`src/rtl/pipeline_pkg.sv`:
```
// Shared integer-pipeline constants and the register-address type.
package pipeline_pkg;

    localparam int XLEN       = 32;
    localparam int NUM_REGS   = 32;
    localparam int REG_ADDR_W = $clog2(NUM_REGS);

    typedef logic [REG_ADDR_W-1:0] reg_addr_t;

endpackage : pipeline_pkg

```
`src/rtl/pending_counter.sv`:
```
// Per-register count of issued-but-not-written-back instructions.
// Saturates at the top value; a decrement at zero holds zero and pulses underflow_o.
module pending_counter #(
    parameter int PEND_W = 2
) (
    input  logic              clk,
    input  logic              rst_n,
    input  logic              inc_i,
    input  logic              dec_i,
    output logic [PEND_W-1:0] count_o,
    output logic              underflow_o
);

    localparam logic [PEND_W-1:0] CNT_MAX = {PEND_W{1'b1}};

    logic [PEND_W-1:0] count_q;
    logic [PEND_W-1:0] count_d;

    // Next count: a simultaneous issue and write-back cancel out (also at zero).
    always_comb begin
        count_d     = count_q;
        underflow_o = 1'b0;
        if (inc_i && !dec_i) begin
            if (count_q != CNT_MAX) begin
                count_d = count_q + PEND_W'(1);
            end
        end else if (dec_i && !inc_i) begin
            if (count_q != '0) begin
                count_d = count_q - PEND_W'(1);
            end else begin
                underflow_o = 1'b1;
            end
        end
    end

    // Count register.
    always_ff @(posedge clk or negedge rst_n) begin
        if (!rst_n) begin
            count_q <= '0;
        end else begin
            count_q <= count_d;
        end
    end

    assign count_o = count_q;

endmodule : pending_counter

```
`src/rtl/register_file.sv`:
```
// Architectural integer register file with two bypassed read ports, a
// pending-write scoreboard per register and RAW/saturation stall generation.
// x0 reads as zero, is never written and never carries a pending count.
module register_file
    import pipeline_pkg::*;
#(
    parameter int PEND_W = 2
) (
    input  logic            clk,
    input  logic            rst_n,
    input  reg_addr_t       rs1_addr,
    input  reg_addr_t       rs2_addr,
    output logic [XLEN-1:0] rs1_data,
    output logic [XLEN-1:0] rs2_data,
    input  logic            issue_valid,
    input  reg_addr_t       issue_rd,
    input  logic            wb_en,
    input  reg_addr_t       wb_addr,
    input  logic [XLEN-1:0] wb_data,
    output logic            stall,
    output logic            err_underflow
);

    localparam logic [PEND_W-1:0] CNT_MAX = {PEND_W{1'b1}};
    localparam logic [PEND_W-1:0] CNT_ONE = PEND_W'(1);

    logic [XLEN-1:0]   regs_q [NUM_REGS];
    logic [PEND_W-1:0] pend_cnt [NUM_REGS];
    logic [NUM_REGS-1:0] underflow_vec;
    logic              err_underflow_q;
    logic              hazard_rs1;
    logic              hazard_rs2;
    logic              full_rd;
    logic              issue_accept;

    // Register storage: write-back lands on the clock edge; x0 stays zero.
    always_ff @(posedge clk or negedge rst_n) begin
        if (!rst_n) begin
            for (int i = 0; i < NUM_REGS; i++) begin
                regs_q[i] <= '0;
            end
        end else begin
            for (int i = 1; i < NUM_REGS; i++) begin
                if (wb_en && (wb_addr == REG_ADDR_W'(i))) begin
                    regs_q[i] <= wb_data;
                end
            end
        end
    end

    // Read ports: zero for x0, same-cycle write-back bypass, else storage.
    always_comb begin
        rs1_data = '0;
        rs2_data = '0;
        if (rs1_addr != '0) begin
            if (wb_en && (wb_addr == rs1_addr)) begin
                rs1_data = wb_data;
            end else begin
                rs1_data = regs_q[rs1_addr];
            end
        end
        if (rs2_addr != '0) begin
            if (wb_en && (wb_addr == rs2_addr)) begin
                rs2_data = wb_data;
            end else begin
                rs2_data = regs_q[rs2_addr];
            end
        end
    end

    // Scoreboard: one counter per writable register; x0 is a constant zero.
    assign pend_cnt[0]      = '0;
    assign underflow_vec[0] = 1'b0;
    assign issue_accept     = issue_valid && !stall;

    generate
        for (genvar gi = 1; gi < NUM_REGS; gi++) begin : g_pend
            pending_counter #(
                .PEND_W (PEND_W)
            ) u_pend (
                .clk         (clk),
                .rst_n       (rst_n),
                .inc_i       (issue_accept && (issue_rd == REG_ADDR_W'(gi))),
                .dec_i       (wb_en && (wb_addr == REG_ADDR_W'(gi))),
                .count_o     (pend_cnt[gi]),
                .underflow_o (underflow_vec[gi])
            );
        end
    endgenerate

    // Stall: unresolved RAW on either source, or destination counter saturated.
    // A source whose only outstanding write completes this cycle is bypassed.
    always_comb begin
        hazard_rs1 = 1'b0;
        hazard_rs2 = 1'b0;
        full_rd    = 1'b0;
        if ((rs1_addr != '0) && (pend_cnt[rs1_addr] != '0)) begin
            hazard_rs1 = !(wb_en && (wb_addr == rs1_addr) && (pend_cnt[rs1_addr] == CNT_ONE));
        end
        if ((rs2_addr != '0) && (pend_cnt[rs2_addr] != '0)) begin
            hazard_rs2 = !(wb_en && (wb_addr == rs2_addr) && (pend_cnt[rs2_addr] == CNT_ONE));
        end
        if ((issue_rd != '0) && (pend_cnt[issue_rd] == CNT_MAX)) begin
            full_rd = !(wb_en && (wb_addr == issue_rd));
        end
        stall = hazard_rs1 || hazard_rs2 || (full_rd && issue_valid);
    end

    // Sticky underflow flag, cleared only by reset.
    always_ff @(posedge clk or negedge rst_n) begin
        if (!rst_n) begin
            err_underflow_q <= 1'b0;
        end else if (|underflow_vec) begin
            err_underflow_q <= 1'b1;
        end
    end

    assign err_underflow = err_underflow_q;

endmodule : register_file

```
`config.mk`:
```
export PLATFORM = sky130hd
export DESIGN_NAME = register_file
export DESIGN_NICKNAME = d
export VERILOG_FILES = /design/src/rtl/pipeline_pkg.sv /design/src/rtl/pending_counter.sv /design/src/rtl/register_file.sv
export SDC_FILE = /design/constraint.sdc
export NUM_CORES = 2
export LEC_CHECK = 0
export BUFFER_PORTS_ARGS = -buffer_cell sky130_fd_sc_hd__buf_2
export CAP_MARGIN = 20
export CORE_MARGIN = 8
export CORE_UTILIZATION = 30
export CTS_BUF_LIST = sky130_fd_sc_hd__clkbuf_4 sky130_fd_sc_hd__clkbuf_8
export CTS_CLUSTER_SIZE = 24
export DETAILED_ROUTE_END_ITERATION = 12
export GPL_TIMING_DRIVEN = 0
export PLACE_DENSITY = 0.46
export SETUP_SLACK_MARGIN = 0.2
export SLEW_MARGIN = 20
export SYNTH_ARGS = -nofsm -noshare
export SYNTH_HDL_FRONTEND = slang
export SYNTH_HIERARCHICAL = 1
export SYNTH_SLANG_ARGS = --single-unit
```
`constraint.sdc`:
```
create_clock -name clk -period 8.75 [get_ports clk]
set_input_delay 0.4375 -clock clk [delete_from_list [all_inputs] [get_ports clk]]
set_output_delay 0.4375 -clock clk [all_outputs]
set_load 0.05 [all_outputs]
```
==> results.env <==
P_CLK_SHARE_PCT=33.8
WORST_SLACK_AT_PLACEMENT_PS=3337
INTERNAL_POWER_uW=10450
FILL_COUNT=19960
P_LEAK_uW=0.03087
GRTUSAGETOTAL_PCT=24.57
REPORT.FINAL.SETUP_VIOL=0
AREA_GROWTH_PCT=15.10
POWER.DENSITY_mW_PER_MM2=222.9
ROUTED-VIA-COUNT=47650
POSTSYNTHCELLCOUNT=5106
TIGHTESTPINTRANSITION_PS=1302
NETSWITCHINGFRACTION_PCT=32.53
SYN_NETS=5224
POST-ROUTE-PERIOD-UTIL_PCT=58.65
ACHIEVABLE-FREQUENCY_GHz=0.1948
GR-MAX-USAGE-LAYER='met2'
HPWL_UM=187200
CRITICAL_PATH.REG2REG.STARTPOINT='g_pend[23].u_pend/count_o[1]$_DFFE_PN0P_'
FINAL_PERIOD_MINUS_WORST_SETUP_SLACK_PS=5132
SETUP.WORST_PATH.CLASS='in -> out'
FINAL_COMMON_CELL='nand2_1'
DIE_AREA_MM2=0.2158
AREA.SEQUENTIAL_MM2=0.02640
FINALWEIGHTEDCONGESTION=0.9145
INITIAL_CORE_UTILIZATION_PCT=30.19
TIMING.MAX_SLEW.REL_SLACK_PCT=13.19
CLKLATENCYLATEPIN_PS=960
GRT_OVERFLOW=0
STARTPOINT='rs2_addr[0]'
CLOCKROOTBUFFER='clkbuf_8'
TOTALNEGATIVESETUPSLACK_PS=0
STD_CELL_ROWS=164
FINAL_CELL_MIX='nand2_1, dfrtp_1, mux2_2, mux4_2, clkbuf_8'
CTS.REPORTEDPATHS.CLKPINSLEW_PS=50
CTS_TREE='done'
YS_SEQ_ELEMENTS=1055
P_COMB_SHARE_PCT=23.7
WORST_SETUP_PATH_START_KIND='input port'
POSTSYNTH.ASYNCRESETSHARE_PCT=100.0
FIN_NETS=5593
INITIAL_DRC_COUNT=5783
SETUP_SLACK_PS=3618
RUN_STATUS='finished clean'
SYNTH_FF_TYPE='dfrtp_1'
DETAIL_ROUTE.DRC_VIOLATIONS=0
NUMCTSBUFFERS=197
DIE-HEIGHT_UM=464.5
UNREPAIRED_SETUP_ENDPOINTS_AFTER_GLOBAL_ROUTING='false'
SYNTHDOMINANTAREACELLTYPE='dfrtp_1'
CLK_BUF_DEPTH=3
SKEW_PS=24.42
FLOORPLAN.IO_PINS=122
AVGSYNTHCELLAREA_UM2=11.82
DRT_PRE_ANTENNA_ITERS=8
HOLD_VIOLATIONS=0
FIRST_GLOBAL_VIAS=47220
SHARE_SEQ_OF_TOTAL_POWER_PCT=42.6
GRT_MAX_DEGREE=125
TIMING.CRITICAL_PATH.TO_TYPE='output pin'
H-TREE-DEPTH=4
TIMING.HOLD.WORST.CLASS='in -> async'
CRIT_ARRIVAL_PS=4690
YS_TYPES=53
POWER_SWITCHING_uW=5037
ANT_NETS=0
SYNTH_SEQ_AREA_SHARE_PCT=43.75
SYNTH_ENABLE_FLOP_CELLS=0
DETAIL_ROUTE.WIRELENGTH_UM=271700
FIRST_PASS_GRT_WIRE_LENGTH_UM=377500
MULTI_INPUT_COMB_AREA_MM2=0.03134
NETLIST.AREA_LEADER.SHARE_PCT=43.75
CHIPWIDTH_UM=464.5
USE_MET2_PCT=36.45
FP.COREAREA_MM2=0.1999
CTS.REPAIR_TIMING.SETUP_BUFFER_COUNT=0
MAX_CAPACITANCE_VIOLATION_COUNT=0
POST_ROUTE_CELLS_DRIVE_ABOVE_1_SHARE_PCT=34.70
GRT_UTIL_MET1_PCT=33.06
PLACE.PORT_BUFFERS=112
SYNTH_AREA_LEADERS='dfrtp_1, mux4_2, mux2_2'
USE_MET3_PCT=7.275
VIAS_PER_CELL=5.755
SYNTH_AREA_MM2=0.06034
TIMING.CRITICAL_PATH.REQUIRED_PS=8310
WIRE_PER_INST_UM=32.82
YOSYSWARNINGCOUNT=70
CLOCK_SINKS=1055
TIMING.CRITICAL_PATH.FANOUT_MAX=10
ANTENNA_FOUND_INITIAL=19
VDD_DROP_MAX_mV=0.1240
FINALMAXSLEWVIOLATIONS=0
## critical path: stages
cell	delay, ps
buf_4	270
buf_6	220
buf_4	420
buf_2	580
buf_1	770
a221oi_1	290
a2111oi_0	440
a211oi_1	100
nor3_1	720
buf_2	400
## power groups by stage
stage / clock, uW / combinational, uW / sequential, uW
2_1_floorplan: 0 / 2560 / 6370
6_report: 5230 / 3660 / 6590
4_1_cts: 5300 / 3640 / 6560
5_1_grt: 5510 / 3880 / 6710
3_3_place_gp: 0 / 3550 / 6590
3_5_place_dp: 0 / 3620 / 6630
## routing by layer
metal	vias to the layer above	share of wire (%)
li1	19090	-
met1	25190	41
met2	2692	43
met3	663	10
met4	16	5.1
met5	-	0.19
## worst paths after layout
kind | slack [ps] | cells past startpoint | to
setup / recovery | 3620 | 10 | rs2_data[29]
hold / removal | 70 | 2 | regs_q[183]$_DFFE_PN0P_
setup reg to reg | 4320 | 13 | err_underflow$_DFFE_PN0P_
hold reg to reg | 490 | 2 | regs_q[823]$_DFFE_PN0P_
max in group asynchronous | 6600 | 5 | regs_q[840]$_DFFE_PN0P_
min in group clk | 110 | 3 | regs_q[544]$_DFFE_PN0P_
## cells by family after synthesis
family | after synthesis | share of synthesized area [%]
AND/OR/NAND/NOR | 1703 | 11.72
multiplexers | 1280 | 34.52
flip-flops | 1055 | 43.75
buffers and inverters | 601 | 4.369
AO/OA/AOI/OAI | 390 | 4.132
adder cells (fa/ha/maj) | 62 | 1.286
XOR/XNOR | 15 | 0.2177
## synth_stat cells (33+ instances only)
master / count
a21oi_1: 69
o21ai_1: 97
nor4b_2: 34
a211oi_1: 33
o21ai_0: 64
nor4_1: 35
a22o_1: 33
buf_1: 61
inv_1: 143
mux4_2: 579
dfrtp_1: 1055
ha_1: 62
mux2i_1: 82
nor2_1: 128
buf_2: 76
mux2_2: 616
nand2_1: 1416
clkbuf_1: 273
## state kept, by name, indices dropped and copies added (netlist names)
register / flops
regs_q: 992
g_pend.u_pend/count_o: 62
err_underflow: 1
## layout make-up
cell class	count	share of cell area, %
clock inverter	23	0.3189
timing repair buffer	170	2.092
tap	2656	4.785
multi-input combinational	3450	45.13
clock buffer	321	5.694
buffer	458	3.187
antenna	3	0.01081
sequential	1055	38.01
inverter	143	0.7728
## repair_timing
action | CTS | global route
hold buffers | 33 | 0
endpoints found under the hold margin | 489 | 0
resized for setup | 0 | 0
## through the flow
step | instance area [um2] | hold slack [ps] | utilization (%) | total power (uW) | cells
6_report | 69450 | 73.14 | 34.75 | 15480 | 8279
4_1_cts | 69380 | 9.693 | 34.71 | 15500 | 8272
3_3_place_gp | 64230 | 473.4 | 32.14 | 10140 | 7874
3_5_place_dp | 64870 | 442.8 | 32.46 | 10250 | 7895
2_1_floorplan | 60340 | 141.9 | - | 8928 | 5106
5_1_grt | 69450 | 78.51 | 34.75 | 16100 | 8277
Power figures use the tool's default switching activity.
